<file path="config.mk">
export PLATFORM = sky130hd
export DESIGN_NAME = mul_div_unit
export DESIGN_NICKNAME = d
export VERILOG_FILES = /design/src/rtl/alu_pkg.sv /design/src/rtl/muldiv_sign_fix.sv /design/src/rtl/mul_div_unit.sv
export SDC_FILE = /design/constraint.sdc
export NUM_CORES = 1
export LEC_CHECK = 0
export ABC_AREA = 1
export CAP_MARGIN = 20
export CORE_MARGIN = 1.5
export CORE_UTILIZATION = 40
export CTS_BUF_LIST = sky130_fd_sc_hd__clkbuf_4 sky130_fd_sc_hd__clkbuf_8 sky130_fd_sc_hd__clkbuf_16
export DETAILED_ROUTE_END_ITERATION = 10
export PLACE_DENSITY = 0.68
export REMOVE_ABC_BUFFERS = 1
export SLEW_MARGIN = 20
export SYNTH_ARGS = -nofsm -noshare
export SYNTH_HDL_FRONTEND = slang
export SYNTH_SLANG_ARGS = --single-unit
</file>
<file path="constraint.sdc">
create_clock -name clk -period 6.13 [get_ports clk]
set_input_delay 1.226 -clock clk [delete_from_list [all_inputs] [get_ports clk]]
set_output_delay 1.226 -clock clk [all_outputs]
set_load 0.01 [all_outputs]
</file>
<file path="src/rtl/alu_pkg.sv">
// Shared ALU operation codes and the multiply/divide sequencer state encoding.
package alu_pkg;

  localparam logic [3:0] ALU_ADD   = 4'd0;
  localparam logic [3:0] ALU_SUB   = 4'd1;
  localparam logic [3:0] ALU_AND   = 4'd2;
  localparam logic [3:0] ALU_OR    = 4'd3;
  localparam logic [3:0] ALU_SLT   = 4'd4;
  localparam logic [3:0] ALU_SLL   = 4'd5;
  localparam logic [3:0] ALU_MULT  = 4'd6;
  localparam logic [3:0] ALU_DIV   = 4'd7;
  localparam logic [3:0] ALU_MULTU = 4'd8;
  localparam logic [3:0] ALU_DIVU  = 4'd9;

  typedef enum logic [1:0] {
    StIdle,
    StRun,
    StFix
  } muldiv_state_t;

endpackage

</file>
<file path="src/rtl/muldiv_sign_fix.sv">
// Conditional two's-complement of a pair of words, either independently or
// as one double-width value (joined) for the product.
module muldiv_sign_fix #(
  parameter int unsigned WIDTH = 32
) (
  input  logic [WIDTH-1:0] src_hi,
  input  logic [WIDTH-1:0] src_lo,
  input  logic             neg_hi,
  input  logic             neg_lo,
  input  logic             joined,
  output logic [WIDTH-1:0] res_hi,
  output logic [WIDTH-1:0] res_lo
);

  logic [2*WIDTH-1:0] wide_neg;

  assign wide_neg = -{src_hi, src_lo};

  always_comb begin
    res_hi = src_hi;
    res_lo = src_lo;
    if (joined) begin
      // neg_hi governs the whole double-width value in joined mode
      if (neg_hi) begin
        {res_hi, res_lo} = wide_neg;
      end
    end else begin
      if (neg_hi) res_hi = -src_hi;
      if (neg_lo) res_lo = -src_lo;
    end
  end

endmodule

</file>
<file path="src/rtl/mul_div_unit.sv">
// Multi-cycle signed multiply / restoring divide with HI/LO result registers.
// Define MULDIV_UNSIGNED_EN to also accept MULTU/DIVU (unsigned operands).
module mul_div_unit
  import alu_pkg::*;
#(
  parameter int unsigned WIDTH = 32,
  parameter int unsigned CNT_W = 6
) (
  input  logic             clk,
  input  logic             rst,
  input  logic             start,
  input  logic [3:0]       alu_op,
  input  logic [WIDTH-1:0] a,
  input  logic [WIDTH-1:0] b,
  output logic             busy,
  output logic             done,
  output logic             div_by_zero,
  output logic [WIDTH-1:0] hi,
  output logic [WIDTH-1:0] lo
);

  muldiv_state_t state_q, state_d;

  logic [CNT_W-1:0] cnt_q;
  logic [WIDTH-1:0] acc_q, q_q, opnd_q, a_orig_q, hi_q, lo_q;
  logic             sa_q, sb_q, div_q, done_q, dbz_q;

  logic             op_ok, op_div, op_signed, accept, last_iter;
  logic [WIDTH-1:0] mag_a, mag_b, res_hi, res_lo;
  logic [WIDTH:0]   add_sum, add_sel, div_rem, div_diff;
  logic [WIDTH-1:0] acc_next, q_next;
  logic             dbz;

  always_comb begin
    op_ok     = 1'b0;
    op_div    = 1'b0;
    op_signed = 1'b1;
    case (alu_op)
      ALU_MULT: op_ok = 1'b1;
      ALU_DIV: begin
        op_ok  = 1'b1;
        op_div = 1'b1;
      end
`ifdef MULDIV_UNSIGNED_EN
      ALU_MULTU: begin
        op_ok     = 1'b1;
        op_signed = 1'b0;
      end
      ALU_DIVU: begin
        op_ok     = 1'b1;
        op_div    = 1'b1;
        op_signed = 1'b0;
      end
`endif
      default: ;
    endcase
  end

  assign accept    = (state_q == StIdle) && start && op_ok;
  assign last_iter = (cnt_q == CNT_W'(WIDTH - 1));

  muldiv_sign_fix #(.WIDTH(WIDTH)) u_opnd_fix (
    .src_hi (a),
    .src_lo (b),
    .neg_hi (op_signed & a[WIDTH-1]),
    .neg_lo (op_signed & b[WIDTH-1]),
    .joined (1'b0),
    .res_hi (mag_a),
    .res_lo (mag_b)
  );

  // Multiply: {acc,q} shifts right, adding the multiplicand when q[0] is set.
  // Divide: {acc,q} shifts left, subtracting the divisor when it fits.
  always_comb begin
    add_sum  = {1'b0, acc_q} + {1'b0, opnd_q};
    add_sel  = q_q[0] ? add_sum : {1'b0, acc_q};
    div_rem  = {acc_q, q_q[WIDTH-1]};
    div_diff = div_rem - {1'b0, opnd_q};
    if (div_q) begin
      acc_next = div_diff[WIDTH] ? div_rem[WIDTH-1:0] : div_diff[WIDTH-1:0];
      q_next   = {q_q[WIDTH-2:0], ~div_diff[WIDTH]};
    end else begin
      acc_next = add_sel[WIDTH:1];
      q_next   = {add_sel[0], q_q[WIDTH-1:1]};
    end
  end

  muldiv_sign_fix #(.WIDTH(WIDTH)) u_res_fix (
    .src_hi (acc_q),
    .src_lo (q_q),
    .neg_hi (div_q ? sa_q : (sa_q ^ sb_q)),
    .neg_lo (sa_q ^ sb_q),
    .joined (~div_q),
    .res_hi (res_hi),
    .res_lo (res_lo)
  );

  assign dbz = div_q && (opnd_q == '0);

  always_comb begin
    state_d = state_q;
    unique case (state_q)
      StIdle:  if (accept) state_d = StRun;
      StRun:   if (last_iter) state_d = StFix;
      StFix:   state_d = StIdle;
      default: state_d = StIdle;
    endcase
  end

  always_ff @(posedge clk) begin
    if (rst) state_q <= StIdle;
    else     state_q <= state_d;
  end

  always_ff @(posedge clk) begin
    if (rst) begin
      cnt_q    <= '0;
      acc_q    <= '0;
      q_q      <= '0;
      opnd_q   <= '0;
      a_orig_q <= '0;
      sa_q     <= 1'b0;
      sb_q     <= 1'b0;
      div_q    <= 1'b0;
      hi_q     <= '0;
      lo_q     <= '0;
      done_q   <= 1'b0;
      dbz_q    <= 1'b0;
    end else begin
      done_q <= 1'b0;
      case (state_q)
        StIdle: begin
          if (accept) begin
            cnt_q    <= '0;
            acc_q    <= '0;
            q_q      <= op_div ? mag_a : mag_b;
            opnd_q   <= op_div ? mag_b : mag_a;
            a_orig_q <= a;
            sa_q     <= op_signed & a[WIDTH-1];
            sb_q     <= op_signed & b[WIDTH-1];
            div_q    <= op_div;
            dbz_q    <= 1'b0;
          end
        end
        StRun: begin
          cnt_q <= cnt_q + 1'b1;
          acc_q <= acc_next;
          q_q   <= q_next;
        end
        StFix: begin
          hi_q   <= dbz ? a_orig_q : res_hi;
          lo_q   <= dbz ? '1 : res_lo;
          dbz_q  <= dbz;
          done_q <= 1'b1;
        end
        default: ;
      endcase
    end
  end

  assign busy        = (state_q != StIdle);
  assign done        = done_q;
  assign div_by_zero = dbz_q;
  assign hi          = hi_q;
  assign lo          = lo_q;

endmodule

</file>
=== Word-level counts from Yosys, hierarchy flattened ===
Cells that the tools add are included.

* Eq/ne operators: 7
* Bitwise logic cells: 2
* Mux-type cells: 31
* Reductions and logical operators: 13
* $add $sub $neg: 8

{| class="wikitable"
|+ Operators by type and width
! kind !! number
|-
| 32-bit 2-to-1 mux || 17
|-
| 32-bit negator || 4
|-
| 32-bit one-hot mux with 2 select lines || 2
|-
| 64-bit negator || 1
|-
| 32-bit by 32-bit adder with 33-bit output || 1
|-
| 33-bit 2-to-1 mux || 1
|-
| 33-bit by 32-bit subtractor with 33-bit output || 1
|-
| 32-bit logical NOT || 1
|-
| 6-bit one-hot mux with 2 select lines || 1
|-
| 4-bit by 3-bit equality test with 1-bit output (second input constant) || 2
|-
| 2-bit AND reduction || 4
|-
| 6-bit by 1-bit adder with 6-bit output (second input constant) || 1
|-
| 6-bit by 5-bit equality test with 1-bit output (second input constant) || 1
|-
| 6-bit 2-to-1 mux || 1
|-
| 2-bit nonzero test || 3
|-
| 1-bit 2-to-1 mux || 5
|-
| 2-bit 2-to-1 mux || 2
|-
| 2-bit != test (second input constant) || 2
|-
| 2-bit one-hot mux with 2 select lines || 1
|-
| 1-bit logical AND || 3
|-
| 2-bit by 1-bit equality test with 1-bit output (second input constant) || 1
|-
| 2-bit equality test (second input constant) || 1
|-
| 2-bit logical NOT || 1
|-
| 1-bit one-hot mux with 2 select lines || 1
|-
| other kinds (3) || 3
|}

* Register bits after elaboration: 205
* Input port bits: 71
* Word-level logic and storage cells: 74

=== Logic depth before layout (Yosys ltp) ===
Gate-level depths: netlist of the first run.

* Word-level depth: 6
* Gate-level depth with buffers: 21
* Depth with buffers taken out: 19

=== Modules after synthesis ===
Synthesis of the first run repeated with hierarchy kept, for this count alone.

* Cell total of the unflattened synthesis: 3,590
* Area, all modules: 19,904.1 µm²

{| class="wikitable"
|+ Modules (own cells, without submodules)
! module !! times used !! cells each !! area each (µm²) !! sequential area each (µm²)
|-
| mul_div_unit || 1 || 2,408 || 14,656.6 || 4,083.9
|-
| muldiv_sign_fix || 2 || 591 || 2,623.8 || 0.0
|}

=== Least setup slack after synthesis of the first run ===
OpenSTA, ideal clock, no wires.

* Kind: input port to flip-flop
* From: input a[1]
* To: register opnd_q[22]
* Stages on the path: 15
* Setup slack: 3.384 ns
* Arrival time: 2.633 ns
* Cells stage by stage: inv_1 -> ha_1 -> nand3_1 -> nor2_1 -> nand2_1 -> nor2_2 -> nand2_1 -> o21ai_1 -> inv_1 -> nand2_1 -> nand2_1 -> nand2_1 -> o21ai_1 -> o21ai_1 -> inv_1

* Longest elaborated chain between the ends: 3

{| class="wikitable"
|+ RTL lines
! item !! RTL line !! source
|-
| from (decl) || mul_div_unit.sv:13 || <nowiki>input logic [WIDTH-1:0] a,</nowiki>
|-
| 32-bit negator || muldiv_sign_fix.sv:28 || <nowiki>if (neg_hi) res_hi = -src_hi;</nowiki>
|-
| 32-bit 2-to-1 mux || muldiv_sign_fix.sv:28 ||
|-
| 32-bit 2-to-1 mux || mul_div_unit.sv:137 || <nowiki>opnd_q <= op_div ? mag_b : mag_a;</nowiki>
|-
| to (signal assigned) || mul_div_unit.sv:137 ||
|-
| to (decl) || mul_div_unit.sv:25 || <nowiki>logic [WIDTH-1:0] acc_q, q_q, opnd_q, a_orig_q, hi_q, lo_q;</nowiki>
|}

No other way between the ends.
A chain may end at the register's enable or synchronous reset.

=== Final worst setup path of the first run ===
* From: register acc_q[0]
* To: register q_q[0]

* Longest elaborated chain between the ends: 4

{| class="wikitable"
|+ RTL lines
! item !! RTL line !! source
|-
| from (decl) || mul_div_unit.sv:25 ||
|-
| from (signal assigned) || mul_div_unit.sv:147 || <nowiki>acc_q <= acc_next;</nowiki>
|-
| 33-bit by 32-bit subtractor with 33-bit output || mul_div_unit.sv:78 || <nowiki>div_diff = div_rem - {1'b0, opnd_q};</nowiki>
|-
| 1-bit inverter || mul_div_unit.sv:81 || <nowiki>q_next = {q_q[WIDTH-2:0], ~div_diff[WIDTH]};</nowiki>
|-
| 32-bit 2-to-1 mux || mul_div_unit.sv:79 || <nowiki>if (div_q) begin</nowiki>
|-
| 32-bit one-hot mux with 2 select lines || mul_div_unit.sv:131 || <nowiki>case (state_q)</nowiki>
|-
| to (signal assigned) || mul_div_unit.sv:136 || <nowiki>q_q <= op_div ? mag_a : mag_b;</nowiki>
|-
| to (signal assigned) || mul_div_unit.sv:148 || <nowiki>q_q <= q_next;</nowiki>
|-
| to (decl) || mul_div_unit.sv:25 ||
|}

No other way between the ends.

==> qor.log, run 1 <==
qor: floorplanning.placementRows 78
qor: setup_path.critPathArrivalTime 4.10 ns
qor: finish.antenna_cells_inserted 0
qor: setup_path.crit_slowest_cell sky130_fd_sc_hd__dfxtp_1
qor: finish.fin_nets 3,388
qor: floorplanning.die_width 217 µm
qor: setup_path.cp_slowest_stage_delay 0.65 ns
qor: route.route.final.wire_length 72.5 mm
qor: sta.timing.final.ws_setup 2.45 ns
qor: outcome.status finished, final reports clean
qor: global_route.grt_antenna_before_repair 1
qor: global_route.grtUsageTotal 0.300
qor: synthesis.yosysWarnings 0
qor: synthesis.synth-edff-count 0
qor: setup_path.critPathCaptureType flop
qor: synthesis.largest_cells_by_area_after_synthesis sky130_fd_sc_hd__dfxtp_1 (22%), sky130_fd_sc_hd__nand2_1 (18%), sky130_fd_sc_hd__inv_1 (9.6%)
qor: setup_path.cp_cell_sequence inv_1, fa_1, inv_1, nand2_1, nand2_1, nand3_1, nand2_1, nand2_1, nand2_1, nand2_2, nand3_4, nand2_8, inv_4, nand2_1, a21oi_1, a21oi_1
qor: sta.max_slew_violations 0
qor: sta.min_period_over_period 0.600
qor: place.post-place-cells 3,819
qor: floorplanning.design.die.area 0.0470 mm²
qor: setup_path.path_buf_inv 3
qor: synthesis.synth_top_cells_by_count sky130_fd_sc_hd__nand2_1 (877), sky130_fd_sc_hd__inv_1 (466), sky130_fd_sc_hd__a21oi_1 (282)
qor: finish.layout_cell_share_with_drive_strength_beyond_1 0.0481
qor: place.dpl_cell_area 0.0200 mm²
qor: min_path.hold_class flop to flop
qor: pwr.internal_power_of_the_cells 0.00257 W
qor: synthesis.yosys.area.top_type sky130_fd_sc_hd__dfxtp_1
qor: finish.finish.utilization 0.461
qor: sta.rsz0062_at_grt false
qor: setup_path.critical-path-top-delay-family simple AND/OR/NAND/NOR gates
qor: sta.final_hold_viol_count 0
qor: sta.setup_viol_count_final 0
qor: sta.fin_crit 3.68 ns
qor: cts.path_clk_slew 0.06 ns
qor: synthesis.post-synth-top-area-fraction 0.223
qor: synthesis.seq_area_frac_synth 0.223
qor: pwr.power_density 189 mW/mm²
qor: global_route.grt_first_pass_wirelength 110 mm
qor: synthesis.postSynthRegisterBits 204
qor: route.detail_route.wl_per_cell 18.8 µm
qor: global_route.grt_start_max_net_pins 78
qor: pwr.power_frac_comb 0.254
qor: synthesis.synth_flop_cell sky130_fd_sc_hd__dfxtp_1
qor: route.postRouteAntennaNets 0
qor: synthesis.synthMostInstantiatedCell sky130_fd_sc_hd__nand2_1
qor: sta.worst_slew_pin_slew 1.10 ns
qor: route.drt_first_iter_violations 2,669
qor: floorplanning.start_util 0.404
qor: finish.final-instance-count-excl-fill 3,863
qor: synthesis.synthesis.area 0.0183 mm²
qor: route.vias 21,400
qor: cts.cts_resized 0
qor: pwr.seq_power_share 0.351
qor: synthesis.syn_inst 3,191
qor: floorplanning.floorplan.io_pins 138
qor: cts.cts_sinks 204
qor: pwr.total_switching_power 0.00139 W
qor: route.firstDrtPassIters 8
qor: cts.clock_tree.root_cell sky130_fd_sc_hd__clkbuf_16
qor: place.rd_place_congestion 1.06
qor: finish.finish.instance_area 0.0209 mm²
qor: cts.clk_path_buf_depth 3
qor: pwr.switching_share 0.350
qor: place.port-buffer-count 137
qor: sta.highest_attainable_clock_frequency 272 MHz
qor: cts.number_of_hold_repair_buffers_added_at_the_cts_stage 0
qor: cts.cts_inserted_buffers 25
qor: global_route.number_of_global_route_vias_before_repair 18,700
qor: floorplanning.core_area 0.0453 mm²
qor: cts.cts_setup_buffers 0
qor: floorplanning.die-height 217 µm
qor: setup_path.start_kind flop
qor: setup_path.crit_path_max_fanout 43
qor: sta.rel_slew_slack 0.263
qor: cts.worst_skew_pair.late_latency 0.56 ns
qor: cts.h-tree-depth 1
qor: global_route.overflow 0
qor: route.remaining_drc_errors 0
qor: pwr.power_frac_clock 0.396
qor: sta.skew 0.0134 ns
qor: synthesis.post_synth.cell_area_avg 5.73 µm²
qor: synthesis.synthArstFlopShare 0
qor: setup_path.critical-path-top-cell-by-count sky130_fd_sc_hd__nand2_1
qor: place.place_worst_setup_slack 2.11 ns
qor: finish.area_growth_syn_to_layout 14.2%
qor: cts.tritoncts built
qor: synthesis.synth_cell_type_count 50
qor: place.dpl.hpwl 56.2 mm
qor: setup_path.critPathRequiredTime 6.55 ns
qor: sta.setup_tns 0 ns
qor: pwr.leakage 9.80 nW
qor: setup_path.worst-setup-path-type flop to flop
qor: run.cap_violations 0
qor: pwr.peakVddDrop 187 µV
qor: route.route.detailed.vias_per_inst 5.55
-- path summary, 6_finish.rpt --
| path | endpoint | slack [ns] | startpoint | cells past startpoint |
|---|---|---|---|---|
| hold reg to reg | a_orig_q[12]$_SDFFE_PP0P_ | 0.45 | a_orig_q[12]$_SDFFE_PP0P_ | 2 |
| setup / recovery | q_q[0]$_SDFFE_PP0P_ | 2.45 | acc_q[0]$_SDFFE_PP0P_ | 16 |
| setup reg to reg | q_q[0]$_SDFFE_PP0P_ | 2.45 | acc_q[0]$_SDFFE_PP0P_ | 16 |
| hold / removal | a_orig_q[12]$_SDFFE_PP0P_ | 0.45 | a_orig_q[12]$_SDFFE_PP0P_ | 2 |
-- stage by stage --
| stage | power [W] | hold slack (ns) |
|---|---|---|
| 3_5_place_dp | 0.00239 | 0.440 |
| 6_report | 0.00396 | 0.450 |
| 5_1_grt | 0.00411 | 0.463 |
| 4_1_cts | 0.00394 | 0.449 |
| 2_1_floorplan | 0.00204 | 0.420 |
| 3_3_place_gp | 0.00239 | 0.435 |
-- layout by cell type (no fill, tap or decap), drive strengths merged, types with 10 or more instances in the layout --
master           n
o21bai          11
or2             11
nor2           270
a21oi          302
nand2          885
clkbuf          32
nor3            52
nand3          281
nand3b          15
nand4           42
ha              69
a31oi           27
o21ai          248
inv            486
o221ai          18
buf             24
nor4            10
xor2            49
xnor2           17
o211ai          32
clkdlybuf4s50  136
dfxtp          204
-- kinds of logic (layout without fill, tap and decap cells) --
group | Yosys count | in the layout | share of synthesized area
flip-flops | 204 | 204 | 0.223
AND/OR/NAND/NOR | 1573 | 1573 | 0.367
buffers and inverters | 619 | 691 | 0.131
adder cells (fa/ha/maj) | 71 | 71 | 0.0494
AO/OA/AOI/OAI | 658 | 658 | 0.198
XOR/XNOR | 66 | 66 | 0.0316
-- metal layers --
metal / up-vias / global-route usage / wire (µm)
li1: 10500 / - / -
met1: 9608 / 0.439 / 32700
met2: 1170 / 0.431 / 29100
met3: 163 / 0.0601 / 7850
met4: 2 / 0.106 / 2890
met5: - / 0 / 11
-- final cells by class --
class | count | area [µm²]
clock inverters | 12 | 155
multi-input cells | 2368 | 11800
fillers | 5012 | 24400
flip-flops and latches | 204 | 4090
inverters | 487 | 1830
well taps | 600 | 751
repair buffers | 160 | 1540
clock buffers | 32 | 684
-- power groups by stage --
stage | Combinational (W) | Sequential [W] | Clock [W]
after floorplan | 0.000631 | 0.00141 | 0
after global placement | 0.000970 | 0.00142 | 0
after detailed placement | 0.000971 | 0.00142 | 0
after CTS | 0.000976 | 0.00139 | 0.00158
after global routing | 0.00110 | 0.00139 | 0.00162
final | 0.00100 | 0.00139 | 0.00157
-- tightest hold or removal path, stage by stage, from the launching register on --
cell and delay [ns]:
sky130_fd_sc_hd__dfxtp_1 0.30, sky130_fd_sc_hd__inv_1 0.05, sky130_fd_sc_hd__a21oi_1 0.05
-- flip-flops by register name, indices dropped and copies added, names as in the netlist, 2 cells and up --
signal / cells
a_orig_q: 32
acc_q: 32
hi: 32
lo: 32
opnd_q: 32
q_q: 32
cnt_q: 6
state_q: 2
No activity file was read; power rests on OpenSTA's default activity.
==> run 2: changes to the inputs <==
Clock period 6.13 ns to 3.6 ns, I/O delays scaled along.
==> qor.log, run 2 (synthesized netlist as in run 1, its figures left out) <==
qor: setup_path.reg2reg_slack 0.57 ns
qor: global_route.grt_start_max_net_pins 71
qor: pwr.power_density 322 mW/mm²
qor: setup_path.critPathArrivalTime 3.44 ns
qor: finish.multi_input_area 0.0118 mm²
qor: outcome.status finished, final reports clean
qor: cts.clock_tree.root_cell sky130_fd_sc_hd__clkbuf_16
qor: sta.min_period_over_period 0.841
qor: route.vias 21,500
qor: global_route.number_of_global_route_vias_before_repair 19,000
qor: place.rd_place_congestion 1.03
qor: sta.timing.final.ws_setup 0.573 ns
qor: route.firstDrtPassIters 6
qor: sta.highest_attainable_clock_frequency 330 MHz
qor: floorplanning.placementRows 78
qor: global_route.grt_first_pass_wirelength 112 mm
qor: finish.finish.instance_area 0.0214 mm²
qor: pwr.seq_power_share 0.344
qor: sta.rel_slew_slack 0.372
qor: pwr.leakage 10.1 nW
qor: finish.area_growth_syn_to_layout 16.9%
qor: cts.cts_inserted_buffers 25
qor: finish.fin_nets 3,445
qor: sta.skew 0.0152 ns
qor: cts.cts_setup_buffers 0
qor: global_route.grt_antenna_before_repair 1
qor: pwr.internal_power_of_the_cells 0.00447 W
qor: floorplanning.core_area 0.0453 mm²
qor: place.dpl_cell_area 0.0205 mm²
qor: cts.path_clk_slew 0.07 ns
qor: place.port-buffer-count 137
qor: min_path.hold_class flop to flop
qor: cts.number_of_hold_repair_buffers_added_at_the_cts_stage 0
qor: global_route.overflow 0
qor: finish.layout.cells.most_common_list sky130_fd_sc_hd__nand2_1 (876), sky130_fd_sc_hd__inv_1 (465), sky130_fd_sc_hd__a21oi_1 (282)
qor: route.drt_first_iter_violations 2,782
qor: pwr.power_frac_clock 0.398
qor: sta.max_slew_violations 0
qor: finish.seq_area 0.00409 mm²
qor: floorplanning.die-height 217 µm
qor: finish.layout_cell_share_with_drive_strength_beyond_1 0.0647
qor: sta.final_hold_viol_count 0
qor: sta.setup_viol_count_final 0
qor: route.route.detailed.vias_per_inst 5.49
qor: pwr.power.total 0.00688 W
qor: global_route.grtUsageTotal 0.305
qor: setup_path.crit_path_max_fanout 19
qor: cts.clk_path_buf_depth 3
qor: route.detail_route.wl_per_cell 18.9 µm
qor: place.dpl.hpwl 58.6 mm
qor: finish.nFillCells 4,905
qor: pwr.switching_share 0.350
qor: route.remaining_drc_errors 0
qor: cts.worst_skew_pair.late_latency 0.56 ns
qor: route.postRouteAntennaNets 0
qor: pwr.power_frac_comb 0.259
qor: floorplanning.start_util 0.404
qor: cts.cts_sinks 204
qor: pwr.peakVddDrop 359 µV
qor: sta.fin_crit 3.03 ns
qor: floorplanning.floorplan.io_pins 138
qor: setup_path.worst-setup-path-type flop to flop
qor: setup_path.critPathCaptureType flop
qor: place.place_worst_setup_slack 0.488 ns
qor: cts.tritoncts built
qor: finish.final_common_cell sky130_fd_sc_hd__nand2_1
qor: route.route.final.wire_length 74.0 mm
qor: floorplanning.design.die.area 0.0470 mm²
qor: setup_path.critPathRequiredTime 4.01 ns
qor: run.cap_violations 0
qor: cts.h-tree-depth 1
qor: cts.cts_resized 0
qor: pwr.total_switching_power 0.00240 W
qor: floorplanning.die_width 217 µm
qor: sta.rsz0062_at_grt false
qor: setup_path.start_kind flop
qor: sta.worst_slew_pin_slew 0.941 ns
## run 2: cell types whose count changed in the layout (fill, tap and decap cells not counted)
cell and delta:
sky130_fd_sc_hd__buf_4 +54, sky130_fd_sc_hd__clkinv_4 +4, sky130_fd_sc_hd__clkinvlp_4 -4, sky130_fd_sc_hd__buf_12 +3, sky130_fd_sc_hd__clkbuf_4 -2, sky130_fd_sc_hd__clkbuf_8 +2, sky130_fd_sc_hd__clkinv_2 +2, sky130_fd_sc_hd__diode_2 +1
sky130_fd_sc_hd__inv_1 +1, sky130_fd_sc_hd__inv_2 -1
## run 2: cell type report
| cell class | count | share of cell area |
|---|---|---|
| Antenna cell | 1 | 0.000117 |
| Clock buffer | 32 | 0.0326 |
| Clock inverter | 14 | 0.00796 |
| Inverter | 487 | 0.0857 |
| Multi-Input combinational cell | 2368 | 0.554 |
| Sequential cell | 204 | 0.191 |
| Tap cell | 600 | 0.0351 |
| Timing Repair Buffer | 217 | 0.0939 |
## run 2: final timing paths
| check | startpoint | to | cells after the start |
|---|---|---|---|
| worst max-delay path | q_q[31]$_SDFFE_PP0P_ | acc_q[21]$_SDFFE_PP0P_ | 20 |
| worst min-delay path | a_orig_q[12]$_SDFFE_PP0P_ | a_orig_q[12]$_SDFFE_PP0P_ | 2 |
| worst max register to register | q_q[31]$_SDFFE_PP0P_ | acc_q[21]$_SDFFE_PP0P_ | 20 |
| worst min register to register | a_orig_q[12]$_SDFFE_PP0P_ | a_orig_q[12]$_SDFFE_PP0P_ | 2 |
## run 2: stage by stage
step                 util  instances  hold WS, ns  TNS [ns]
floorplan               -       3059        0.420   -152.12
global placement    0.453       3876        0.437         0
detailed placement  0.453       3876        0.442         0
CTS                 0.472       3922        0.450         0
global route        0.472       3922        0.466         0
finish              0.472       3923        0.448         0
## run 2: critical path, stage by stage, from the launching register on
cell and delay [ns]:
sky130_fd_sc_hd__dfxtp_1 0.34, sky130_fd_sc_hd__inv_1 0.16, sky130_fd_sc_hd__ha_1 0.28, sky130_fd_sc_hd__fa_1 0.38
sky130_fd_sc_hd__inv_1 0.07, sky130_fd_sc_hd__nand2_1 0.06, sky130_fd_sc_hd__nand2_1 0.12, sky130_fd_sc_hd__nand3_1 0.09
sky130_fd_sc_hd__nand2_1 0.14, sky130_fd_sc_hd__nand2_1 0.07, sky130_fd_sc_hd__nand2_1 0.18, sky130_fd_sc_hd__nand2_2 0.12
sky130_fd_sc_hd__nand2_2 0.09, sky130_fd_sc_hd__nand2_4 0.08, sky130_fd_sc_hd__nand2_8 0.16, sky130_fd_sc_hd__inv_4 0.06
sky130_fd_sc_hd__buf_12 0.15, sky130_fd_sc_hd__nand2_1 0.06, sky130_fd_sc_hd__nand3_1 0.09, sky130_fd_sc_hd__nand2_1 0.10
sky130_fd_sc_hd__a21oi_1 0.06
## run 2: power groups by stage
stage / sequential (W) / clock [W] / combinational [W]
2_1_floorplan: 0.00240 / 0 / 0.00107
3_3_place_gp: 0.00241 / 0 / 0.00172
3_5_place_dp: 0.00241 / 0 / 0.00172
4_1_cts: 0.00236 / 0.00274 / 0.00173
5_1_grt: 0.00237 / 0.00284 / 0.00196
6_report: 0.00236 / 0.00273 / 0.00178
## run 2: metal layers
layer	wire length [µm]	GRT usage	vias to the layer above	share of wire
li1	-	-	10600	-
met1	32900	0.444	9722	0.44
met2	30300	0.453	1090	0.41
met3	8200	0.0553	136	0.11
met4	2550	0.0914	0	0.034
met5	0	0	-	0
